`config.mk`:
```
export PLATFORM = sky130hd
export DESIGN_NAME = seg7_message_player
export DESIGN_NICKNAME = d
export VERILOG_FILES = /design/src/rtl/seg7_message_player.sv
export SDC_FILE = /design/constraint.sdc
export NUM_CORES = 1
export LEC_CHECK = 0
export ABC_AREA = 1
export CORE_ASPECT_RATIO = 1.2
export CORE_MARGIN = 2
export CORE_UTILIZATION = 47
export DETAILED_ROUTE_END_ITERATION = 10
export PLACE_DENSITY = 0.65
export REMOVE_ABC_BUFFERS = 1
export SYNTH_ARGS = -nofsm -noshare
export SYNTH_HDL_FRONTEND = slang
export SYNTH_SLANG_ARGS = --single-unit
```
`constraint.sdc`:
```
create_clock -name clk -period 7.1 [get_ports clk]
set_clock_uncertainty 0.1 [all_clocks]
set_input_delay 1.42 -clock clk [delete_from_list [all_inputs] [get_ports clk]]
set_output_delay 1.42 -clock clk [all_outputs]
set_load 0.01 [all_outputs]
```
`src/rtl/seg7_message_player.sv`:
```
// Plays a runtime-written string of glyph codes on one 7-segment digit.
// Outputs are registered and change on the edge that enters the new state.
module seg7_message_player #(
    parameter int MSG_LEN      = 16,
    parameter int PRESCALE_W   = 22,
    parameter bit COMMON_ANODE = 1'b1,
    localparam int AW = $clog2(MSG_LEN),
    localparam int LW = $clog2(MSG_LEN + 1)
) (
    input  logic          clk,
    input  logic          reset,
    input  logic          wr_en,
    input  logic [AW-1:0] wr_addr,
    input  logic [4:0]    wr_data,
    input  logic [LW-1:0] msg_len,
    input  logic          start,
    input  logic          stop,
    input  logic          loop_en,
    input  logic          gap_en,
    output logic [7:0]    seg,
    output logic          busy,
    output logic          done,
    output logic [AW-1:0] cur_idx
);

    typedef enum logic [1:0] {S_IDLE, S_SHOW, S_GAP, S_DONE} state_t;

    localparam logic [7:0] POL   = {8{COMMON_ANODE}};
    localparam logic [7:0] BLANK = POL;

    function automatic logic [7:0] glyph(input logic [4:0] code);
        logic [7:0] p;
        case (code)
            5'd0:  p = 8'h3F;  5'd1:  p = 8'h06;  5'd2:  p = 8'h5B;  5'd3:  p = 8'h4F;
            5'd4:  p = 8'h66;  5'd5:  p = 8'h6D;  5'd6:  p = 8'h7D;  5'd7:  p = 8'h07;
            5'd8:  p = 8'h7F;  5'd9:  p = 8'h6F;  5'd10: p = 8'h77;  5'd11: p = 8'h7C;
            5'd12: p = 8'h39;  5'd13: p = 8'h5E;  5'd14: p = 8'h79;  5'd15: p = 8'h71;
            5'd16: p = 8'h76;  5'd17: p = 8'h38;  5'd18: p = 8'h73;  5'd19: p = 8'h3E;
            5'd20: p = 8'h40;  5'd21: p = 8'h08;  5'd22: p = 8'h30;  5'd23: p = 8'h54;
            default: p = 8'h00;
        endcase
        return p ^ POL;
    endfunction

    logic [4:0]            mem_q [MSG_LEN];
    state_t                state_q, state_d;
    logic [PRESCALE_W-1:0] presc_q, presc_d;
    logic [AW-1:0]         idx_q, idx_d, idx_nx;
    logic [LW-1:0]         len_q, len_d;
    logic [7:0]            seg_q, seg_d;
    logic                  busy_q, busy_d, done_q, done_d;
    logic                  tick, last, adv;

    // Message RAM is deliberately left out of reset.
    always_ff @(posedge clk) begin
        if (wr_en) mem_q[wr_addr] <= wr_data;
    end

    assign tick   = &presc_q;
    assign idx_nx = idx_q + AW'(1);
    assign last   = (LW'(idx_q) == len_q - LW'(1));

    always_comb begin
        state_d = state_q;
        presc_d = presc_q + PRESCALE_W'(1);
        idx_d   = idx_q;
        len_d   = len_q;
        seg_d   = seg_q;
        busy_d  = busy_q;
        done_d  = 1'b0;
        adv     = 1'b0;

        case (state_q)
            S_IDLE, S_DONE: begin
                presc_d = '0;
                if (start) begin
                    if (msg_len == '0)              len_d = LW'(1);
                    else if (msg_len > LW'(MSG_LEN)) len_d = LW'(MSG_LEN);
                    else                            len_d = msg_len;
                    state_d = S_SHOW;
                    idx_d   = '0;
                    seg_d   = glyph(mem_q[0]);
                    busy_d  = 1'b1;
                end
            end
            S_SHOW: begin
                if (tick) begin
                    if (gap_en) begin
                        state_d = S_GAP;
                        presc_d = '0;
                        seg_d   = BLANK;
                    end else begin
                        adv = 1'b1;
                    end
                end
            end
            S_GAP: adv = tick;
            default: state_d = S_IDLE;
        endcase

        if (adv) begin
            presc_d = '0;
            if (!last) begin
                state_d = S_SHOW;
                idx_d   = idx_nx;
                seg_d   = glyph(mem_q[idx_nx]);
            end else if (loop_en) begin
                state_d = S_SHOW;
                idx_d   = '0;
                seg_d   = glyph(mem_q[0]);
            end else begin
                state_d = S_DONE;
                seg_d   = BLANK;
                busy_d  = 1'b0;
                done_d  = 1'b1;
            end
        end

        // stop overrides every transition above, including a start in the same cycle
        if (stop) begin
            state_d = S_IDLE;
            presc_d = '0;
            idx_d   = '0;
            seg_d   = BLANK;
            busy_d  = 1'b0;
            done_d  = 1'b0;
        end
    end

    always_ff @(posedge clk) begin
        if (reset) begin
            state_q <= S_IDLE;
            presc_q <= '0;
            idx_q   <= '0;
            len_q   <= LW'(1);
            seg_q   <= BLANK;
            busy_q  <= 1'b0;
            done_q  <= 1'b0;
        end else begin
            state_q <= state_d;
            presc_q <= presc_d;
            idx_q   <= idx_d;
            len_q   <= len_d;
            seg_q   <= seg_d;
            busy_q  <= busy_d;
            done_q  <= done_d;
        end
    end

    assign seg     = seg_q;
    assign busy    = busy_q;
    assign done    = done_q;
    assign cur_idx = idx_q;

endmodule
```
==> results of run 1 <==
area by class of cell:
cell class | instances | share of cell area
clock inverter | 14 | 0.0227
inverter | 89 | 0.0449
multi-input combinational | 538 | 0.364
clock buffer | 18 | 0.0577
timing repair buffer | 35 | 0.0464
tap | 168 | 0.0282
sequential | 122 | 0.436
logic make-up (layout without fill, tap and decap cells):
family,count (synthesis),in the layout,share of synthesized area
fa+ha+maj,19,19,0.0368
buf+inv,113,156,0.0792
simple gates,437,437,0.295
xor+xnor,21,21,0.0308
flops,122,122,0.502
other cells,1,1,0.000581
compound gates,60,60,0.0550
critical path, cell delays in order, from the launching register on:
cell	delay, ns
dfxtp_1	0.30
buf_4	0.41
ha_1	0.77
inv_2	0.30
nor2_1	0.16
o21ai_0	0.09
nand3_1	0.11
nand3_1	0.08
nand2_1	0.19
inv_1	0.13
ha_1	0.24
inv_1	0.10
nand3_1	0.10
nor2_1	0.10
nor2_1	0.05
nor2_1	0.10
nand2_1	0.07
nand2_1	0.06
nand2_1	0.05
nand2_1	0.05
nand2_1	0.04
registers in the layout (all words and copies together) (netlist names):
signal   flops
mem_q       80
cur_idx      4
done         1
state_q      2
busy         1
len_q        5
presc_q     22
seg          7
routing by layer:
| metal | vias up | part of all wire |
|---|---|---|
| met1 | 2326 | 0.41 |
| met2 | 172 | 0.50 |
| met5 | - | 0 |
| met4 | 0 | 0.036 |
| met3 | 43 | 0.057 |
| li1 | 2564 | - |
worst max path at each step:
| stage | start | endpoint | slack [ns] | cells after the start |
|---|---|---|---|---|
| 3_5_place_dp | cur_idx[0] | seg[1] | 3.44 | 20 |
| 3_3_place_gp | cur_idx[0] | seg[1] | 3.53 | 20 |
| 4_1_cts | cur_idx[0] | seg[1] | 3.39 | 20 |
| 2_1_floorplan | cur_idx[0] | seg[1] | 3.49 | 19 |
| 5_1_grt | cur_idx[0] | seg[1] | 2.90 | 20 |
| 6_report | cur_idx[0] | seg[1] | 3.39 | 20 |
cells in the mapped netlist, drive strengths merged, types with 2 or more instances:
library cell / n / area (µm²)
nand2: 223 / 872
nor2: 107 / 429
inv: 86 / 323
nand3: 81 / 433
edfxtp: 80 / 2400
dfxtp: 42 / 841
a21oi: 31 / 166
buf: 21 / 166
ha: 19 / 238
nor3: 19 / 115
xor2: 15 / 139
o21ai: 13 / 65.1
xnor2: 6 / 60.1
nand4: 5 / 46.3
a22oi: 3 / 22.5
clkbuf: 3 / 11.3
clkinv: 3 / 11.3
o211ai: 3 / 27.5
o22ai: 3 / 18.8
a31oi: 2 / 12.5
a32oi: 2 / 17.5
power by group through the flow:
stage          sequential [mW]  clock (mW)  combinational, mW
2_1_floorplan            0.797           0             0.0851
3_3_place_gp             0.797           0              0.138
3_5_place_dp             0.797           0              0.140
4_1_cts                  0.783       0.885              0.140
5_1_grt                  0.784       0.914              0.157
6_report                 0.782       0.872              0.139
==> flow_metrics.env, run 1 <==
export IMPL_final_common_cell="nand2_1"
export IMPL_cts_root_buf="clkbuf_16"
export IMPL_die_width_um=111
export IMPL_grt_start_max_net_pins=49
export IMPL_r2r_end="seg[1]"
export IMPL_holdCritStartpoint="presc_q[0]"
export IMPL_cp_start_kind="register"
export IMPL_final_area_um2=7440
export IMPL_clk_path_buf_depth=2
export IMPL_p_clk_frac=0.486
export IMPL_grtUsageMet2=0.335
export IMPL_peakVddDrop_uv=200
export IMPL_synth_edf_count=80
export IMPL_wl_per_cell_um=14.4
export IMPL_finalSetupTns_ns=0
export IMPL_grt_pass1_wl_mm=23.2
export IMPL_grt_busiest_layer="met2"
export IMPL_clock_latency_ns=0.42
export IMPL_drt_initial_drc_count=403
export IMPL_hold_viol_final=0
export IMPL_io_pins=35
export IMPL_netSwitchingPower_mw=0.417
export IMPL_synthCells=773
export IMPL_drt_antenna_violating_nets=0
export IMPL_ys_seq_area_frac=0.502
export IMPL_crit_reg2reg_launch="cur_idx[0]"
export IMPL_seq_power_share=0.436
export IMPL_fill_cells=1215
export IMPL_synth_cell_types=43
export IMPL_setup_slack_ns=3.39
export IMPL_cap_viol_max_count=0
export IMPL_required_ns=7.31
export IMPL_ys_flop_type="edfxtp_1"
export IMPL_antenna_found_initial=0
export IMPL_min_path_type="register to register"
export IMPL_pwr_share_comb=0.077
export IMPL_cts_hold_buffers=0
export IMPL_antennaDiodeCount=0
export IMPL_path_class="register to register"
export IMPL_multiInputGateArea_um2=2710
export IMPL_dieArea_um2=14700
export IMPL_cp_max_fo=48
export IMPL_syn_area_um2=6460
export IMPL_fp_coreArea_um2=13300
export IMPL_status="completed"
export IMPL_stdcell_count=984
export IMPL_drc=0
export IMPL_rr_worst_depth=20
export IMPL_fp_dieH_um=132
export IMPL_routed_via_count=5105
export IMPL_cts_tree="yes"
export IMPL_p_int_mw=1.38
export IMPL_final_cell_mix="nand2_1, nor2_1, edfxtp_1"
export IMPL_arrival_ns=3.92
export IMPL_end_kind="register"
export IMPL_synth_seq_cells=122
export IMPL_dp_cells=952
export IMPL_post_dp_hpwl_mm=10.1
export IMPL_synth_area_per_cell_um2=8.36
export IMPL_power_per_cell_area_nw_per_um2=241
export IMPL_numPortBuffers=33
export IMPL_tightestPinTransition_ns=0.864
export IMPL_rsz0062_at_grt="false"
export IMPL_fmax_mhz=270
export IMPL_yosysWarnings=0
export IMPL_place_ws_ns=3.44
export IMPL_sw_frac_of_total=0.233
export IMPL_ctsResizeCount=0
export IMPL_clock_sinks=122
export IMPL_r2r_setup_slack_ns=3.39
export IMPL_firstDrtPassIters=5
export IMPL_min_to="presc_q[0]"
export IMPL_clkSlewWorstSetupHoldPaths_ns=0.06
export IMPL_h_tree_depth=4
export IMPL_final_util=0.560
export IMPL_static_leakage_power_nw=3.03
export IMPL_worst_hold_slack_ns=0.341
export IMPL_routed_wirelength_mm=14.1
export IMPL_ys_async_sr_fraction=0
export IMPL_slew_violations=0
export IMPL_fin_crit_ns=3.71
export IMPL_nets=843
export IMPL_numCtsBuffers=17
export IMPL_cts_setup_buffers=0
export IMPL_groute_layer_met1_usage=0.231
export IMPL_grt_use_total=0.199
export IMPL_drive_gt1_frac=0.0833
export IMPL_syn2layout_area_growth_pct=15.2
export IMPL_grt_ovfl_total=0
export IMPL_finalCritPeriodShare=0.522
export IMPL_placed_area_um2=6840
export IMPL_totalPowerFinal_mw=1.79
export IMPL_rows=46
export IMPL_whs_path_depth=1
export IMPL_grt_pass1_vias=4895
export IMPL_setup_viol=0
export IMPL_avgViaCountPerCell=5.19
export IMPL_initial_utilization=0.486
export IMPL_layout_area_seq_um2=3240
export IMPL_place_congestion=0.885
export IMPL_maxSlewHeadroom=0.420
export IMPL_grtUsageMet3=0.0522
Power figures use the tool's default switching activity.
==> inputs of run 2 (changes only) <==
--- a/config.mk
+++ b/config.mk
@@ -10,7 +10,7 @@
 export CORE_MARGIN = 2
 export CORE_UTILIZATION = 47
 export DETAILED_ROUTE_END_ITERATION = 10
-export PLACE_DENSITY = 0.65
+export PLACE_DENSITY = 0.68
 export REMOVE_ABC_BUFFERS = 1
 export SYNTH_ARGS = -nofsm -noshare
 export SYNTH_HDL_FRONTEND = slang
==> constraint.sdc (replaced) <==
create_clock -name clk -period 3.2 [get_ports clk]
set_clock_uncertainty 0.1 [all_clocks]
set_input_delay 0.64 -clock clk [delete_from_list [all_inputs] [get_ports clk]]
set_output_delay 0.64 -clock clk [all_outputs]
set_load 0.01 [all_outputs]
==> flow_metrics.env, run 2 (synthesized netlist as in run 1, its figures left out) <==
export IMPL_rows=46
export IMPL_multiInputGateArea_um2=2710
export IMPL_required_ns=3.41
export IMPL_crit_path_max_incr_delay_ns=0.37
export IMPL_path_class="register to register"
export IMPL_antenna_found_initial=0
export IMPL_status="completed"
export IMPL_drive_gt1_frac=0.0945
export IMPL_largest_register="mem_q"
export IMPL_cp_start_kind="register"
export IMPL_cts_setup_buffers=0
export IMPL_fp_dieH_um=132
export IMPL_finalSetupTns_ns=0
export IMPL_clk_path_buf_depth=2
export IMPL_power_per_cell_area_nw_per_um2=528
export IMPL_slew_violations=0
export IMPL_fin_crit_ns=2.78
export IMPL_cts_tree="yes"
export IMPL_nets=852
export IMPL_arrival_ns=2.99
export IMPL_final_util=0.566
export IMPL_min_path_type="register to register"
export IMPL_end_kind="register"
export IMPL_drt_antenna_violating_nets=0
export IMPL_final_common_cell="nand2_1"
export IMPL_drc=0
export IMPL_critPathSlowestCell="inv_2"
export IMPL_numCtsBuffers=17
export IMPL_dieArea_um2=14700
export IMPL_crit_top_cell="nand2_1"
export IMPL_peakVddDrop_uv=446
export IMPL_clock_sinks=122
export IMPL_cp_max_fo=35
export IMPL_fp_coreArea_um2=13300
export IMPL_firstDrtPassIters=5
export IMPL_hold_viol_final=0
export IMPL_routed_wl_met3_um=750
export IMPL_highest_layer="met4"
export IMPL_grt_ovfl_total=0
export IMPL_h_tree_depth=4
export IMPL_static_leakage_power_nw=3.07
export IMPL_cts_root_buf="clkbuf_16"
export IMPL_io_pins=35
export IMPL_die_width_um=111
export IMPL_maxSlewHeadroom=0.493
export IMPL_grt_pass1_wl_mm=23.9
export IMPL_largest_reg_flops=80
export IMPL_place_ws_ns=0.373
export IMPL_clock_latency_ns=0.42
export IMPL_finalCritPeriodShare=0.868
export IMPL_setup_viol=0
export IMPL_clkSlewWorstSetupHoldPaths_ns=0.06
export IMPL_layout_area_seq_um2=3240
export IMPL_fill_cells=1153
export IMPL_rsz0062_at_grt="false"
export IMPL_place_congestion=0.961
export IMPL_routed_via_count=5156
export IMPL_antennaDiodeCount=0
export IMPL_crit_chain="buf_6 -> inv_2 -> nand2_1 -> nand2_1 -> nand2_1 -> nand3_1 -> nand3_1 -> nand2_1 -> inv_1 -> ha_1 -> nand2_1 -> nand2_1 -> nor2_1 -> nor2_1 -> nand2_1 -> nand2_1 -> nand2_1 -> nand2_1"
export IMPL_final_cell_mix="nand2_1, nor2_1, edfxtp_1"
export IMPL_setup_slack_ns=0.424
export IMPL_dr_wl_met2_mm=6.92
export IMPL_cap_viol_max_count=0
export IMPL_fmax_mhz=360
export IMPL_r2r_setup_slack_ns=0.42
export IMPL_grt_pass1_vias=5036
export IMPL_cts_hold_buffers=0
export IMPL_tightestPinTransition_ns=0.759
export IMPL_cp_num_buf_inv=3
export IMPL_routed_wirelength_mm=14.1
export IMPL_initial_utilization=0.486
export IMPL_wl_met1_mm=6.13
export IMPL_cp_top_family="simple AND/OR/NAND/NOR gates"
export IMPL_grt_use_total=0.203
export IMPL_drt_initial_drc_count=443
export IMPL_avgViaCountPerCell=5.19
export IMPL_numPortBuffers=33
export IMPL_grt_start_max_net_pins=36
export IMPL_syn2layout_area_growth_pct=16.4
export IMPL_post_dp_hpwl_mm=10.1
export IMPL_wl_per_cell_um=14.2
run 2: changes by cell type in the layout (fill, tap and decap cells not counted), sizes merged:
cell and change:
inv -2, clkinv +2, buf +9, clkbuf -1, clkinvlp +1
run 2: metrics by stage:
step	hold slack [ns]	cell area, µm²	total power [mW]	cells
after floorplan	0.313	6280	1.96	749
after global placement	0.322	6910	2.07	961
after detailed placement	0.331	6910	2.08	961
after CTS	0.338	7510	4.00	993
after global routing	0.365	7520	4.11	993
final	0.332	7520	3.97	993
run 2: final cells by class:
cell class / instances / share of cell area
multi-input cells: 538 / 0.361
repair buffers: 44 / 0.0554
flip-flops and latches: 122 / 0.431
clock buffers: 17 / 0.0566
well taps: 168 / 0.0280
clock inverters: 15 / 0.0233
inverters: 89 / 0.0444
run 2: where the power goes:
group / switching, mW / internal (mW) / leakage [nW]
Sequential: 0.0193 / 1.72 / 1.06
Combinational: 0.195 / 0.113 / 1.73
Clock: 0.705 / 1.22 / 0.277
Total: 0.919 / 3.05 / 3.07
run 2: worst paths after layout:
check	depth (start not counted)	start	end
setup / recovery	18	cur_idx[0]	seg[6]
hold / removal	1	presc_q[0]	presc_q[0]
setup reg to reg	18	cur_idx[0]	seg[6]
hold reg to reg	1	presc_q[0]	presc_q[0]
run 2: timing repair:
item / 4_1_cts / 5_1_grt
hold endpoints to repair: 0 / 0
gates resized for setup: 0 / 2
endpoints found under the setup margin: 0 / 1
run 2: per-layer routing:
metal	global-route usage	vias up
met5	0	-
met4	0.0885	0
met3	0.0531	26
met2	0.337	163
met1	0.250	2372
li1	-	2595
